<file path="config.mk">
export PLATFORM = sky130hd
export DESIGN_NAME = xidoo_control_unit
export DESIGN_NICKNAME = d
export VERILOG_FILES = /design/src/rtl/xidoo_control_unit.sv
export SDC_FILE = /design/constraint.sdc
export NUM_CORES = 1
export LEC_CHECK = 0
export ABC_CLOCK_PERIOD_IN_PS = 1800
export BUFFER_PORTS_ARGS = -buffer_cell sky130_fd_sc_hd__buf_2
export CORE_UTILIZATION = 50
export DETAILED_ROUTE_END_ITERATION = 8
export HOLD_SLACK_MARGIN = 0.1
export PLACE_DENSITY = 0.83
export SLEW_MARGIN = 10
export SYNTH_ARGS = -nofsm -noshare
export SYNTH_HDL_FRONTEND = slang
export SYNTH_SLANG_ARGS = --single-unit
</file>
<file path="constraint.sdc">
create_clock -name clock -period 1.8 [get_ports clock]
set_input_delay 0.36 -clock clock [delete_from_list [all_inputs] [get_ports clock]]
set_output_delay 0.36 -clock clock [all_outputs]
set_load 0.03 [all_outputs]
</file>
<file path="src/rtl/xidoo_control_unit.sv">
`default_nettype none
// ============================================================================
//  Module   : xidoo_control_unit
//  Purpose  : Fetch/decode/execute sequencer for the xidoo accumulator CPU.
//             Drives every datapath strobe from IR/Aeq0/Apos status and
//             inserts MEM_WAIT wait states after each memory read setup.
//  Options  : XIDOO_CU_STEP_EN adds a single-step gate (port step) after
//             every executed instruction.
//  Revision : 1.0  initial release
// ============================================================================
module xidoo_control_unit #(
   parameter int MEM_WAIT = 0,
   parameter int WAIT_W   = 4
) (
   input  logic       clock,
   input  logic       reset,
   input  logic [2:0] IR,
   input  logic       Aeq0,
   input  logic       Apos,
   input  logic       enter,
`ifdef XIDOO_CU_STEP_EN
   input  logic       step,
`endif
   output logic       IRload,
   output logic       JMPmux,
   output logic       PCload,
   output logic       Meminst,
   output logic       MemWr,
   output logic [1:0] Asel,
   output logic       Aload,
   output logic       Sub,
   output logic       halted,
   output logic       wait_in
);

   typedef enum logic [3:0] {
      S_FETCH  = 4'd0,
      S_FWAIT  = 4'd1,
      S_LOADIR = 4'd2,
      S_DECODE = 4'd3,
      S_OWAIT  = 4'd4,
      S_LOAD   = 4'd5,
      S_STORE  = 4'd6,
      S_ADD    = 4'd7,
      S_SUB    = 4'd8,
      S_IN     = 4'd9,
      S_JZ     = 4'd10,
      S_JPOS   = 4'd11,
      S_HALT   = 4'd12,
      S_STEP   = 4'd13
   } state_t;

   // Terminal count of the wait counter; unused when there are no wait states.
   localparam logic              c_has_wait  = (MEM_WAIT > 0);
   localparam logic [WAIT_W-1:0] c_last_wait = (MEM_WAIT > 0) ? WAIT_W'(MEM_WAIT - 1) : '0;

   state_t            r_state;
   state_t            w_next;
   logic [WAIT_W-1:0] r_cnt;
   logic [WAIT_W-1:0] w_cnt_next;
   logic [2:0]        r_op;
   logic              w_wait_done;
   logic              w_mem_op;
   state_t            w_after_exec;

   // Map an opcode onto the state that executes it.
   function automatic state_t exec_of(input logic [2:0] op);
      case (op)
         3'b000:  return S_LOAD;
         3'b001:  return S_STORE;
         3'b010:  return S_ADD;
         3'b011:  return S_SUB;
         3'b100:  return S_IN;
         3'b101:  return S_JZ;
         3'b110:  return S_JPOS;
         default: return S_HALT;
      endcase
   endfunction

   assign w_wait_done = (r_cnt == c_last_wait);
   // Only instructions that read an operand from memory need operand wait states.
   assign w_mem_op    = (IR == 3'b000) || (IR == 3'b010) || (IR == 3'b011);

`ifdef XIDOO_CU_STEP_EN
   assign w_after_exec = S_STEP;
`else
   assign w_after_exec = S_FETCH;
`endif

   // State, wait counter and pending opcode registers.
   always_ff @(posedge clock) begin
      if (reset) begin
         r_state <= S_FETCH;
         r_cnt   <= '0;
         r_op    <= 3'b000;
      end else begin
         r_state <= w_next;
         r_cnt   <= w_cnt_next;
         if (r_state == S_DECODE) begin
            r_op <= IR;
         end
      end
   end

   // Next-state logic and Moore strobe decode (IN/JZ/JPOS qualify on live inputs).
   always_comb begin
      w_next     = r_state;
      w_cnt_next = '0;
      IRload     = 1'b0;
      JMPmux     = 1'b0;
      PCload     = 1'b0;
      Meminst    = 1'b0;
      MemWr      = 1'b0;
      Asel       = 2'b00;
      Aload      = 1'b0;
      Sub        = 1'b0;
      halted     = 1'b0;
      wait_in    = 1'b0;
      case (r_state)
         S_FETCH: begin
            w_next = c_has_wait ? S_FWAIT : S_LOADIR;
         end
         S_FWAIT: begin
            if (w_wait_done) begin
               w_next = S_LOADIR;
            end else begin
               w_cnt_next = r_cnt + WAIT_W'(1);
            end
         end
         S_LOADIR: begin
            IRload = 1'b1;
            PCload = 1'b1;
            w_next = S_DECODE;
         end
         S_DECODE: begin
            Meminst = 1'b1;
            if (IR == 3'b111) begin
               w_next = S_HALT;
            end else if (w_mem_op && c_has_wait) begin
               w_next = S_OWAIT;
            end else begin
               w_next = exec_of(IR);
            end
         end
         S_OWAIT: begin
            Meminst = 1'b1;
            if (w_wait_done) begin
               w_next = exec_of(r_op);
            end else begin
               w_cnt_next = r_cnt + WAIT_W'(1);
            end
         end
         S_LOAD: begin
            Meminst = 1'b1;
            Asel    = 2'b10;
            Aload   = 1'b1;
            w_next  = w_after_exec;
         end
         S_STORE: begin
            Meminst = 1'b1;
            MemWr   = 1'b1;
            w_next  = w_after_exec;
         end
         S_ADD: begin
            Meminst = 1'b1;
            Aload   = 1'b1;
            w_next  = w_after_exec;
         end
         S_SUB: begin
            Meminst = 1'b1;
            Aload   = 1'b1;
            Sub     = 1'b1;
            w_next  = w_after_exec;
         end
         S_IN: begin
            wait_in = 1'b1;
            if (enter) begin
               Asel   = 2'b01;
               Aload  = 1'b1;
               w_next = w_after_exec;
            end
         end
         S_JZ: begin
            JMPmux = 1'b1;
            PCload = Aeq0;
            w_next = w_after_exec;
         end
         S_JPOS: begin
            JMPmux = 1'b1;
            PCload = Apos & ~Aeq0;
            w_next = w_after_exec;
         end
         S_HALT: begin
            halted = 1'b1;
         end
`ifdef XIDOO_CU_STEP_EN
         S_STEP: begin
            if (step) begin
               w_next = S_FETCH;
            end
         end
`endif
         default: begin
            w_next = S_FETCH;
         end
      endcase
   end

endmodule
`default_nettype wire
</file>
# ---- Word-level counts from Yosys, hierarchy flattened
# Index checks and enable logic that the tools add are counted.
# W data, S select, Z words.
dict set report totals {
  regBits 11
  out_inout_bits 11
  word_cells 65
}
dict set report op_classes {
  add_sub_neg 1
  n_eq_ne 28
  muxes 19
  n_bitwise 4
  reduce_logical 10
}
# operator n
set ops {}
lappend ops {{$pmux W4 S7} 3}
lappend ops {{$eq A3 B3 Y1 const B} 7}
lappend ops {{$eq A4 B4 Y1 const B} 5}
lappend ops {{$eq A4 B3 Y1 const B} 4}
lappend ops {{$mux W4} 4}
lappend ops {{$eq A3 B2 Y1 const B} 4}
lappend ops {{$mux W1} 9}
lappend ops {{$eq A4 B2 Y1 const B} 2}
lappend ops {{$logic_not A4 Y1} 2}
lappend ops {{$eq A3 B1 Y1 const B} 2}
lappend ops {{$logic_not A3 Y1} 2}
lappend ops {{$ne A2 B2 Y1 const B} 3}
lappend ops {{$reduce_or A3 Y1} 2}
lappend ops {{$reduce_or A6 Y1} 1}
lappend ops {{$add A4 B1 Y4 const B} 1}
lappend ops {{$eq A4 B1 Y1 const B} 1}
lappend ops {{$pmux W2 S2} 1}
lappend ops {{$reduce_and A4 Y1} 1}
lappend ops {{$reduce_or A2 Y1} 2}
lappend ops {{$not A1 Y1} 3}
lappend ops {{$pmux W1 S3} 1}
lappend ops {{$pmux W1 S2} 1}
lappend ops {{$and A1 B1 Y1} 1}

# ---- Depth between registers and ports, before layout
# Gate-level depths: netlist (run 1).
dict set report depth {
  word_depth 4
  ltp_mapped 6
  depth_no_buf 6
}

# ---- Worst setup path after synthesis (run 1)
# Ideal clock, no wire load.
dict set report synth_path {
  path_type {register to output}
  startpoint {register r_state[1]}
  endpoint {output Meminst}
  arrival_time_ns 1.788
  required_ns 1.440
  path_slack_ns -0.348
  path_stages_with_launch 5
  path_cell_list {dfxtp_1 > buf_2 > nand2b_1 > nor3_1 > o21bai_1}
}
dict set report synth_via {
  elab_chain_len 3
  elab_cells_between_ends 8
  cone_classes {6 x eq/ne; 1 x mux; 1 x reduce/logical}
}
# item line
set synth_rtl {}
lappend synth_rtl {{from (decl)} 57} ;# state_t r_state;
lappend synth_rtl {{from (signal assigned)} 97} ;# r_state <= w_next;
lappend synth_rtl {{$eq A4 B2 Y1 (tied with other cells)} 119} ;# case (r_state)
lappend synth_rtl {{$reduce_or A6 Y1 (no source line) (*)} --}
lappend synth_rtl {{$mux W1 (*)} 119}
lappend synth_rtl {{to (decl)} 27} ;# output logic Meminst,
# Mark *: on every way between the ends. The rest lies on a longest branch, timed or not.

# ---- Worst setup path in the final report (run 1)
dict set report layout_path {
  startpoint {register r_state[3]}
  endpoint {output IRload}
}
dict set report layout_via {
  elab_chain_len 2
}
# item line
set layout_rtl {}
lappend layout_rtl {{$eq A4 B2 Y1} 119}
lappend layout_rtl {{$mux W1} 119}
lappend layout_rtl {{to (decl)} 24} ;# output logic IRload,
# No other way between the ends.

==> metrics.md, run 1 <==
| Metric | Value |
|---|---|
| Top cell type by total area after synthesis | `dfxtp_1` |
| Post-route cell area | `917 um^2` |
| Max Cap Viol | `0` |
| Logic pwr share | `23.0%` |
| Core Area | `0.00133 mm^2` |
| Vias in the first global route | `653` |
| Leak pwr | `0.395 nW` |
| Post-synthesis compound-gate area fraction | `19.9%` |
| Mux cell area share after synthesis | `5.66%` |
| Part of the power in the clock network | `29.3%` |
| Mapped Avg Cell Area | `7.84 um^2` |
| Via Count | `757` |
| Register area | `225 um^2` |
| GRT overflow | `0` |
| Layout Skew | `0.00185 ns` |
| HP Class | `in -> reg` |
| Critical path startpoint category | `flip-flop` |
| Busiest layer in global routing | `met2` |
| First-pass detailed-route iteration total | `4` |
| Clock transition at path regs | `0.07 ns` |
| GRT met3 Usage | `5.00%` |
| Worst R2R Start | `r_cnt[0]$_SDFF_PP0_` |
| Routed len/inst | `12.9 um` |
| XOR/XNOR share of the synthesized area | `6.00%` |
| R2r setup slk | `0.25 ns` |
| Syn-to-layout area delta | `25.7%` |
| Hold_buf cts | `0` |
| Worst r2r path cells | `6` |
| Layout cells sized above 1 | `32.5%` |
| Count of final setup violators | `0` |
| Die height | `40.2 um` |
| Part of the cycle the worst path needs | `95.4%` |
| Worst slew pin tran | `0.349 ns` |
| DR vias/cell | `5.73` |
| Worst Path Required | `1.44 ns` |
| Distinct cells, synth | `31` |
| Post-Route WL | `1700 um` |
| Final min period | `1.72 ns` |
| Die width | `40.2 um` |
| Sequential element share of the synthesized area | `30.2%` |
| Io pins | `19` |
| Arr. time, crit path | `1.36 ns` |
| GP Congestion | `0.803` |
| Post-detail-place hpwl | `1320 um` |
| Worst Hold Depth | `2` |
| Worst setup startpoint | `r_state[3]$_SDFFE_PP0P_` |
| Synth Register Bits | `11` |
| Crit path capture type | `output pin` |
| # port buffers | `18` |
| Starting DRT DRC Count | `14` |
| Initial Utilization | `54.7%` |
| Detail Route Antenna Nets | `0` |
| Clock sinks | `11` |
| Root Driver | `clkbuf_4` |
| Synthesized Nets | `103` |
| Initial antenna violation count | `0` |
| Slew HR | `76.7%` |
| Met2 usage | `46.8%` |
| Crit path max fanout | `10` |
| Clock Latency Late Sink | `0.26 ns` |
| Area contributors post-synth | `dfxtp_1, nor2_1, nand2b_1` |
| Switching Fraction | `29.2%` |
| Fillers | `113` |
| Row count | `13` |
| Placed cell area | `866 um^2` |
| Syn Inst Count | `93` |
| Adder-Cell Fraction of Synth Area | `3.43%` |
| Maximum vdd drop | `0.475 mV` |
| Fin Hold WS | `0.352 ns` |
| Main combinational cell family by area after synthesis | `simple AND/OR/NAND/NOR gates` |
| Setup CP Type | `reg -> out` |
| Status | `finished, final reports clean` |
| Gr usage total | `23.4%` |
| Clock buffer count from CTS | `3` |
| Final #Nets | `128` |
| Drt drc | `0` |
| Simple-Gate Fraction of Synth Area | `30.9%` |
| Switching pwr | `0.000161 W` |
| P per Cell Area | `600 mW/mm^2` |
| Synth top area share | `30.2%` |
| Cell internal pwr | `0.000389 W` |
| Max Clock Freq | `582 MHz` |
| Area of the multi-input gates | `494 um^2` |
| Post-synthesis cell area | `729 um^2` |
| Min-delay src | `reset` |
| Pin count of the biggest net entering global routing | `14` |
| Diode count | `0` |
| Pins over their slew limit | `0` |
| CTS tree | `built` |
| Met1 Use GR | `26.5%` |
| Clock buffer depth | `2` |
| Die area | `0.00162 mm^2` |
| Syn. warnings | `0` |
| H-tree Lvls | `1` |
| Reg power frac | `47.7%` |
| Final Hold Viols | `0` |
| First-pass GRT wire length | `2590 um` |
==> power by group through the flow <==
stage / registers [W] / logic (W) / clock network, W
floorplan: 0.000264 / 0.0000815 / 0
global placement: 0.000268 / 0.000115 / 0
detailed placement: 0.000268 / 0.000118 / 0
CTS: 0.000263 / 0.000119 / 0.000169
global route: 0.000264 / 0.000135 / 0.000183
finish: 0.000262 / 0.000126 / 0.000161
==> area by class of cell <==
type	count	area share, %
clock buffer	4	2.86
inverter	3	1.23
multi-input combinational	75	53.9
sequential	11	24.6
tap	15	2.05
timing repair buffer	24	15.4
==> sequential cells by signal (all words and copies together), names as in the netlist <==
register  flops
r_cnt         4
r_op          3
r_state       4
==> cell usage after synthesis (all sizes together) <==
cell,n
a21oi,7
o21ai,3
dfxtp,11
or4b,1
clkbuf,2
a311oi,1
nor4,1
o32ai,2
and3,2
nor2,16
o21bai,1
nand2,5
and4bb,1
mux2i,3
mux2,1
nor2b,2
nor3,7
a21boi,1
nand2b,6
a211oi,1
xnor2,2
o21a,2
xor2,3
ha,2
inv,3
buf,2
a2111oi,1
nand3,2
o2111ai,1
and2,1
==> critical path, cell delays in order, from the launching register on <==
cell,delay [ns]
dfxtp_4,0.36
buf_4,0.17
nand2b_1,0.19
nor3_1,0.15
buf_2,0.22
==> metrics by stage <==
stage / setup TNS (ns) / setup WS, ns / utilization, % / power [W] / cells
6_report: 0 / 0.0826 / 68.8 / 0.000550 / 132
5_1_grt: -0.00234 / -0.00234 / 68.8 / 0.000582 / 132
4_1_cts: 0 / 0.00750 / 67.0 / 0.000550 / 131
3_5_place_dp: 0 / 0.233 / 64.9 / 0.000387 / 127
3_3_place_gp: 0 / 0.272 / 64.9 / 0.000383 / 127
2_1_floorplan: -0.244 / -0.0963 / - / 0.000346 / 93
==> path summary, 6_finish.rpt <==
kind / end
setup reg to reg: r_state[2]$_SDFFE_PP0P_
setup / recovery: IRload
hold reg to reg: r_cnt[0]$_SDFF_PP0_
hold / removal: r_state[3]$_SDFFE_PP0P_
==> routing by layer <==
| layer | vias to the layer above | wire length (um) |
|---|---|---|
| met5 | - | 0 |
| met4 | 0 | 0 |
| met3 | 0 | 64 |
| met2 | 27 | 915 |
| met1 | 351 | 720 |
| li1 | 379 | - |
==> kinds of logic after synthesis <==
kind of cell,count (synthesis)
adders and majority gates,2
buffers and inverters,7
muxes,4
DFF,11
AOI/OAI and AO/OA,20
and+or+nand+nor,44
xor gates and xnor gates,5
==> timing repair <==
action                                  4_1_cts  5_1_grt
buffers inserted                              0        1
endpoints found under the setup margin        1        4
gates resized for setup                       1        8
pin swaps                                     0        2
==> cell usage in the layout, fill, tap and decap left out, types with 3 or more instances in the layout <==
master    count
xor2_1        3
nor3_1        6
dfxtp_1       9
buf_4         6
clkbuf_4      3
nand2b_1      6
o21ai_1       3
buf_2        17
mux2i_1       3
nor2_1       14
a21oi_1       7
nand2_1       5
(Power assumes the default switching activity.)
==> inputs of run 2 (changes only) <==
ABC_AREA = 1   (was unset)
CORE_UTILIZATION = 51   (was 50)
PLACE_DENSITY = 0.84   (was 0.83)
==> metrics.md, run 2 <==
| Metric | Value |
|---|---|
| GRT overflow | `0 (unchanged)` |
| Critical path startpoint category | `flip-flop` |
| Cell internal pwr | `0.000390 W (+0.26%)` |
| Part of the cycle the worst path needs | `95.1% (-0.35 points)` |
| Maximum vdd drop | `0.421 mV (-11%)` |
| Crit-path cells | `inv_6 > nor2_4 > inv_2 > nor2_4 > nand2_2 > o211ai_1 > buf_4` |
| Initial antenna violation count | `0 (unchanged)` |
| CP dominant cell by count | `nor2_4` |
| Routed len/inst | `11.4 um (-11%)` |
| Worst slew pin tran | `0.209 ns (-0.140 ns)` |
| Syn Inst Count | `129 (+39%)` |
| Initial Utilization | `57.5% (+2.8 points)` |
| Pins over their slew limit | `0 (unchanged)` |
| First-pass GRT wire length | `2680 um (+3.7%)` |
| First-pass detailed-route iteration total | `4 (unchanged)` |
| Post-detail-place hpwl | `1480 um (+12%)` |
| Syn. warnings | `0 (unchanged)` |
| Root Driver | `clkbuf_4` |
| Core Area | `0.00137 mm^2 (+2.4%)` |
| Final Non-Filler Cells | `167 (+27%)` |
| Synth top area share | `28.0% (-2.2 points)` |
| Placed insts | `162 (+28%)` |
| Logic pwr share | `25.2% (+2.2 points)` |
| Drt drc | `0 (unchanged)` |
| Max Cap Viol | `0 (unchanged)` |
| Post-route cell area | `973 um^2 (+6.1%)` |
| HP Class | `in -> reg` |
| Clock buffer count from CTS | `3 (unchanged)` |
| Sequential element share of the synthesized area | `28.0% (-2.2 points)` |
| Final min period | `1.71 ns (-0.00633 ns)` |
| Die height | `41.3 um (+2.6%)` |
| P per Cell Area | `595 mW/mm^2 (-0.73%)` |
| DR vias/cell | `5.20 (-9.3%)` |
| Synthesized Nets | `139 (+35%)` |
| Critical path's top delay family | `flip-flops` |
| Area contributors post-synth | `dfxtp_1, nand2_1, inv_1` |
| Count of final setup violators | `0 (unchanged)` |
| Async SR Flop Fraction | `0% (unchanged)` |
| Leak pwr | `0.510 nW (+29%)` |
| CP max stage cell | `dfxtp_4` |
| Worst Path Required | `1.44 ns (about the same)` |
| Part of the power in the clock network | `27.8% (-1.5 points)` |
| Die width | `41.3 um (+2.6%)` |
| CTS tree | `built` |
| Pin count of the biggest net entering global routing | `10 (-4)` |
| Switching pwr | `0.000189 W (+18%)` |
| Commonest cells post-synth | `nand2_1, inv_1, nand3_1, nor2_1, dfxtp_1` |
| EDFF count, synth | `0 (unchanged)` |
| Area of the multi-input gates | `500 um^2 (+1.3%)` |
| Switching Fraction | `32.6% (+3.4 points)` |
| GP Congestion | `0.768 (-4.4%)` |
| Reg power frac | `46.9% (-0.8 points)` |
| Die area | `0.00170 mm^2 (+5.3%)` |
| Fillers | `120 (+6.2%)` |
| Commonest non-fill, non-tap cell in the layout | `nand2_1` |
| Via Count | `869 (+15%)` |
| Final #Nets | `163 (+27%)` |
| H-tree Lvls | `1 (unchanged)` |
| Hold_buf cts | `0 (unchanged)` |
| Gr usage total | `24.1% (+0.63 points)` |
| Most frequent cells in the layout | `nand2_1, inv_1, buf_2` |
| Cell with the most instances after synthesis | `nand2_1` |
| RSZ-0062 raised after global routing | `yes` |
| Synth Register Bits | `11 (unchanged)` |
| Layout Skew | `0.000880 ns (-0.000973 ns)` |
| Vias in the first global route | `730 (+12%)` |
| Commonest register cell after synthesis | `dfxtp_1` |
| CP peak stage delay | `0.38 ns (+0.02 ns)` |
| Max Clock Freq | `584 MHz (+0.37%)` |
| Clock buffer depth | `2 (unchanged)` |
| Placed cell area | `907 um^2 (+4.8%)` |
| Clock transition at path regs | `0.07 ns (about the same)` |
| Top cell type by total area after synthesis | `dfxtp_1` |
| Clock sinks | `11 (unchanged)` |
| Io pins | `19 (unchanged)` |
| Final Hold Viols | `0 (unchanged)` |
| Detail Route Antenna Nets | `0 (unchanged)` |
| Clock Latency Late Sink | `0.26 ns (about the same)` |
| Layout cells sized above 1 | `32.2% (-0.24 points)` |
| Fin Hold WS | `0.307 ns (-0.0450 ns)` |
| Starting DRT DRC Count | `30 (+16)` |
| Post-Route WL | `1910 um (+12%)` |
| Crit path max fanout | `4 (-6)` |
| Largest regs | `r_cnt (4), r_state (4), r_op (3)` |
| WP buf/inv | `3 (+1)` |
| PnR Total Power | `0.000579 W (+5.4%)` |
| Crit path capture type | `output pin` |
| Slew HR | `86.0% (+9.4 points)` |
| Distinct cells, synth | `20 (-35%)` |
| Status | `finished, final reports clean` |
| Register area | `230 um^2 (+2.2%)` |
| Arr. time, crit path | `1.35 ns (about the same)` |
| Diode count | `0 (unchanged)` |
| Post-synthesis cell area | `786 um^2 (+7.7%)` |
| Syn-to-layout area delta | `23.9%` |
| Mapped Avg Cell Area | `6.09 um^2 (-22%)` |
| # port buffers | `18 (unchanged)` |
| Row count | `13 (unchanged)` |
| Setup CP Type | `reg -> out` |
==> run 2: cell types whose count changed in the layout (fill, tap and decap cells not counted), sizes merged, moves of 3 or more <==
cell    delta
buf        -5
o21ai      +3
nor2       +4
nand2b     -6
nand2     +33
inv       +21
nor3       -6
mux2i      -3
nand3     +12
==> run 2: cells by family after synthesis <==
kind of cell               share of synthesized area [%]
xor gates and xnor gates                            2.23
DFF                                                 28.0
adders and majority gates                           3.18
buffers and inverters                               11.5
AOI/OAI and AO/OA                                   10.3
and+or+nand+nor                                     44.7
==> run 2: path summary, 6_finish.rpt <==
path | end | slack (ns) | cells past startpoint | start
max | Aload | 0.09 | 7 | r_state[3]$_SDFFE_PP0P_
min | r_state[0]$_SDFFE_PP0P_ | 0.31 | 2 | reset
max reg2reg | r_state[2]$_SDFFE_PP0P_ | 0.54 | 8 | r_cnt[0]$_SDFF_PP0_
min reg2reg | r_cnt[0]$_SDFF_PP0_ | 0.50 | 1 | r_cnt[0]$_SDFF_PP0_
==> run 2: metrics by stage <==
step	worst slack [ns]	utilization [%]	TNS, ns
floorplan	0.0811	-	0
global placement	0.275	66.4	0
detailed placement	0.213	66.4	0
CTS	0.00823	69.1	0
global route	-0.0166	71.2	-0.0166
finish	0.0889	71.2	0
==> run 2: area by class of cell <==
type / instances / area share, %
Clock buffer: 4 / 2.70
Inverter: 24 / 9.77
Multi-Input combinational cell: 94 / 51.4
Sequential cell: 11 / 23.7
Tap cell: 15 / 1.93
Timing Repair Buffer: 19 / 10.5
==> run 2: per-layer routing <==
metal / vias to the layer above / global-route usage (%) / share of wire (%)
li1: 450 / - / -
met1: 394 / 25.6 / 44
met2: 23 / 43.8 / 51
met3: 2 / 5.43 / 3.7
met4: 0 / 12.1 / 0.73
met5: - / 0 / 0
==> run 2: power groups by stage <==
stage               Sequential, W  Clock, W  Combinational (W)
detailed placement       0.000276         0           0.000136
floorplan                0.000272         0           0.000101
global placement         0.000275         0           0.000133
CTS                      0.000271  0.000167           0.000140
global route             0.000273  0.000181           0.000161
finish                   0.000272  0.000161           0.000146
==> run 2: timing repair <==
item,4_1_cts,5_1_grt
endpoints found under the setup margin,3,4
pin swaps,0,4
endpoints found under the hold margin,0,0
resized for setup,5,11
buffers inserted,0,1
